==> src/rtl/load_store_unit.sv <==
// load_store_unit: single-outstanding RV32 load/store unit between a CPU request/response port and a word-wide data memory.
// Define LSU_MISALIGN_TRAP_EN to reject misaligned accesses with rsp_err instead of silently ignoring the low address bits.
module load_store_unit (
  input  logic        clk,
  input  logic        reset,
  input  logic        req_valid,
  output logic        req_ready,
  input  logic        req_we,
  input  logic [2:0]  req_funct3,
  input  logic [31:0] req_addr,
  input  logic [31:0] req_wdata,
  output logic        rsp_valid,
  input  logic        rsp_ready,
  output logic [31:0] rsp_rdata,
  output logic        rsp_err,
  output logic        mem_cen,
  output logic [31:0] mem_addr,
  output logic [3:0]  mem_wmask,
  output logic [31:0] mem_wdata,
  input  logic [31:0] mem_data
);
  typedef enum logic [1:0] {IDLE, ISSUE, CAPTURE, RESP} state_t;
  state_t state, state_nx;
  logic        we_q;
  logic [2:0]  funct3_q;
  logic [31:0] addr_q;
  logic [31:0] wdata_q;
  logic [31:0] rdata_q;
  logic        accept;
  logic        mis;
  logic        issue;
  logic [7:0]  ld_byte;
  logic [15:0] ld_half;
  logic [31:0] ld_data;
  logic [31:0] st_data;
  logic [3:0]  st_mask;
  assign accept = req_valid && state == IDLE;
`ifdef LSU_MISALIGN_TRAP_EN
  logic err_q;
  // funct3[1:0]: 00 byte, 01 halfword, anything else is a word access
  assign mis = req_funct3[1:0] == 2'b01 ? req_addr[0] :
               req_funct3[1:0] == 2'b00 ? 1'b0 : |req_addr[1:0];
  always_ff @(posedge clk or negedge reset)
    if (!reset) err_q <= 1'b0;
    else if (accept) err_q <= mis;
  assign rsp_err = rsp_valid && err_q;
`else
  assign mis     = 1'b0;
  assign rsp_err = 1'b0;
`endif
  always_ff @(posedge clk or negedge reset)
    if (!reset) begin
      state    <= IDLE;
      we_q     <= 1'b0;
      funct3_q <= '0;
      addr_q   <= '0;
      wdata_q  <= '0;
      rdata_q  <= '0;
    end else begin
      state <= state_nx;
      if (accept) begin
        we_q     <= req_we;
        funct3_q <= req_funct3;
        addr_q   <= req_addr;
        wdata_q  <= req_wdata;
        rdata_q  <= '0;
      end
      if (state == CAPTURE) rdata_q <= ld_data;
    end
  always_comb begin
    state_nx = state;
    unique case (state)
      IDLE:    if (req_valid) state_nx = mis ? RESP : ISSUE;
      ISSUE:   state_nx = we_q ? RESP : CAPTURE;
      CAPTURE: state_nx = RESP;
      RESP:    if (rsp_ready) state_nx = IDLE;
    endcase
  end
  assign ld_byte = mem_data[{addr_q[1:0], 3'b000} +: 8];
  assign ld_half = addr_q[1] ? mem_data[31:16] : mem_data[15:0];
  assign ld_data = funct3_q == 3'b000 ? {{24{ld_byte[7]}}, ld_byte} :
                   funct3_q == 3'b001 ? {{16{ld_half[15]}}, ld_half} :
                   funct3_q == 3'b100 ? {24'd0, ld_byte} :
                   funct3_q == 3'b101 ? {16'd0, ld_half} : mem_data;
  assign st_data = funct3_q[1:0] == 2'b00 ? {4{wdata_q[7:0]}} :
                   funct3_q[1:0] == 2'b01 ? {2{wdata_q[15:0]}} : wdata_q;
  assign st_mask = funct3_q[1:0] == 2'b00 ? 4'b0001 << addr_q[1:0] :
                   funct3_q[1:0] == 2'b01 ? (addr_q[1] ? 4'b1100 : 4'b0011) : 4'b1111;
  assign issue     = state == ISSUE;
  assign req_ready = state == IDLE;
  assign mem_cen   = issue;
  assign mem_addr  = issue ? {addr_q[31:2], 2'b00} : '0;
  assign mem_wmask = issue && we_q ? st_mask : '0;
  assign mem_wdata = issue && we_q ? st_data : '0;
  assign rsp_valid = state == RESP;
  assign rsp_rdata = rsp_valid ? rdata_q : '0;
endmodule

==> config.mk <==
export PLATFORM = sky130hd
export DESIGN_NAME = load_store_unit
export DESIGN_NICKNAME = d
export VERILOG_FILES = /design/src/rtl/load_store_unit.sv
export SDC_FILE = /design/constraint.sdc
export NUM_CORES = 1
export LEC_CHECK = 0
export ABC_AREA = 1
export BUFFER_PORTS_ARGS = -buffer_cell sky130_fd_sc_hd__buf_4
export CAP_MARGIN = 0
export CORE_ASPECT_RATIO = 1.1
export CORE_MARGIN = 4
export CORE_UTILIZATION = 40
export CTS_BUF_LIST = sky130_fd_sc_hd__clkbuf_4 sky130_fd_sc_hd__clkbuf_8
export CTS_CLUSTER_SIZE = 40
export DETAILED_ROUTE_END_ITERATION = 16
export PLACE_DENSITY = 0.74
export SYNTH_ARGS = -nofsm -noshare
export SYNTH_HDL_FRONTEND = slang
export SYNTH_SLANG_ARGS = --single-unit
==> constraint.sdc <==
create_clock -name clk -period 1.7 [get_ports clk]
set_clock_uncertainty 0.05 [all_clocks]
set_input_delay 0.17 -clock clk [delete_from_list [all_inputs] [get_ports clk]]
set_output_delay 0.17 -clock clk [all_outputs]
set_load 0.1 [all_outputs]
==> qor.yml <==
run_status:
  status: "finished with violations"
  violations: "negative setup slack"
cts:
  tritoncts: "done"
  cts-root-buf: "clkbuf_8"
  h-tree-depth: 3
  clock_latency_ns: 0.39
  numCtsBuffers: 9
  clk_path_buf_depth: 2
  clkTransAtPathRegs_ns: 0.11
  cts.sinks: 102
timing:
  tns_ns: -32.38
  drv_slew: 0
  setup_violations: 127
  fin_ws_ns: -0.434
  timing.fmax_ghz: 0.469
  fin_crit_ns: 2.13
  fin_crit_sh: 1.26
  hold_viol_final: 0
  rsz0062_at_grt: "yes"
synth:
  synth_seq_cells: 102
  synth_top_family_by_area: "simple AND/OR/NAND/NOR gates"
  synthAdderAreaFrac: 0.0110
  synth-xor-area-share: 0
  yosysUniqueCellTypes: 29
  syn-mean-instance-area_um2: 6.82
  async_reset_ff_frac: 1.00
  synth_edf_count: 0
  ys_seq_area_frac: 0.448
  synth_mux_area_frac: 0
  synth_warnings: 0
  synth_simple_gate_area_frac: 0.313
  syn_area_um2: 5700
  synth-main-ff-cell: "dfrtp_1"
  syn_inst: 835
  synth_compound_area_frac: 0.112
grt:
  grt_pass1_wl_mm: 38.1
  antenna_found_initial: 1
  grtUsageTotal: 0.299
  grt_start_max_net_pins: 62
  first_global_vias: 7154
  gr-total-overflow: 0
power_and_ir_drop:
  p_leak_uw: 0.00565
  p_total_uw: 24200
  pwr_density_cell_nw_per_um2: 2050
  peakVddDrop_mv: 1.14
floorplan:
  start_util: 0.410
  core_um2: 13900
  die_h_um: 133
  rows: 45
  boundaryPins: 208
  die_x_um: 122
  die_area_um2: 16200
cells_and_area:
  syn2layout_area_growth_pct: 107
  drive_above_1_share: 0.472
  fin_util: 0.848
  layout_commonest_cell: "nand2_1"
  fin_nets: 1251
  fillCellCount: 566
  mostFrequentLayoutCells: "nand2_1, buf_4, buf_12"
placement:
  dp.final_hpwl_mm: 13.1
  gp_congestion: 0.849
  dp_slack_ns: -0.0762
  port_buffers: 204
critical_path:
  endpoint_kind: "output port"
  critPathMaxFanout: 7
  rr_worst_depth: 10
  cp.arrival_ns: 1.91
  start_kind: "flop"
  cp.required_ns: 1.48
  rrSetupSlack_ns: -0.20
  crit_type: "reg -> out"
routing:
  wl_per_cell_um: 23.3
  top_layer: "met4"
  dr.pass1.iters: 6
  drc: 0
  vias: 7585
  drtAntennaViolNets: 0
  drtIter0Drc: 856
  wl_met2_mm: 14.9
  wl_met3_mm: 3.16
  vias_per_cell: 5.68
  routed_wl_mm: 31.2
  wl_met1_mm: 10.5
job:
  drv_cap: 0
worst_hold_path:
  hold_depth: 3
  hold_path.class: "in -> reg"
[per-stage QoR]
stage | std cells | area [um^2] | hold slack, ns
2_1_floorplan | 837 | 6610 | -0.176
3_3_place_gp | 1221 | 8440 | 0.0116
3_5_place_dp | 1221 | 8440 | 0.0129
4_1_cts | 1318 | 10700 | 0.0361
5_1_grt | 1336 | 11800 | 0.0594
6_report | 1336 | 11800 | 0.0296
[synthesized netlist by cell type, types with 4 or more instances]
master	instances	area, um^2
a21oi_1	22	110
a31oi_1	7	43.8
buf_2	19	95.1
buf_4	4	30.0
clkbuf_1	19	71.3
dfrtp_1	102	2550
ha_1	5	62.6
inv_1	104	390
inv_2	5	18.8
nand2_1	396	1490
nand2_2	4	25.0
nand3_1	11	55.1
nor2_1	40	150
o211a_1	7	70.1
o21ai_0	54	270
o21ai_1	18	90.1
[what timing repair did]
| item | 4_1_cts | 5_1_grt |
|---|---|---|
| gates resized for setup | 330 | 195 |
| endpoints found under the setup margin | 108 | 188 |
| hold buffers | 69 | 0 |
| endpoints found under the hold margin | 170 | 0 |
| setup buffers | 7 | 10 |
| pin swaps | 9 | 37 |
| gates cloned | 5 | 10 |
[final timing paths]
path                                   from       endpoint
worst max-delay path            funct3_q[1]  mem_wdata[24]
worst min-delay path            mem_data[1]     rdata_q[1]
worst max register to register  funct3_q[1]    rdata_q[30]
worst min register to register  wdata_q[26]    wdata_q[26]
max in group asynchronous             reset    funct3_q[0]
min in group asynchronous             reset     wdata_q[5]
[critical path: stages, from the launching register on]
cell	delay, ns
dfrtp_2	0.48
inv_4	0.10
buf_8	0.12
nand2_1	0.10
nor2_1	0.18
inv_2	0.10
nand3_1	0.10
nand2_2	0.07
clkinvlp_4	0.10
buf_12	0.17
[layer usage]
| layer | track usage | vias up |
|---|---|---|
| met5 | 0 | - |
| met4 | 0.116 | 0 |
| met3 | 0.0544 | 215 |
| met2 | 0.535 | 678 |
| met1 | 0.354 | 3558 |
| li1 | - | 3134 |
[registers in the layout, summed over array words and instances (netlist names)]
signal	flops
addr_q	32
rdata_q	32
wdata_q	32
funct3_q	3
state	2
we_q	1
[power by group]
| part | internal [uW] | switching [uW] |
|---|---|---|
| Combinational | 6220 | 11300 |
| Sequential | 3580 | 1480 |
| Clock | 710 | 984 |
| Total | 10500 | 13700 |
[cell type report]
type,count,area (um^2),area share
timing repair buffer,335,4370,0.370
multi-input combinational,579,3660,0.310
sequential,102,2560,0.217
inverter,111,724,0.0614
tap,188,235,0.0199
clock buffer,10,131,0.0111
clock inverter,6,70.1,0.00594
timing repair inverter,4,46.3,0.00393
antenna,1,2.50,0.000212
[kinds of logic after synthesis]
| kind of cell | count (synthesis) |
|---|---|
| simple gates | 457 |
| buf+inv | 157 |
| compound gates | 113 |
| flops | 102 |
| fa+ha+maj | 5 |
| other cells | 1 |
(Power assumes the default switching activity.)
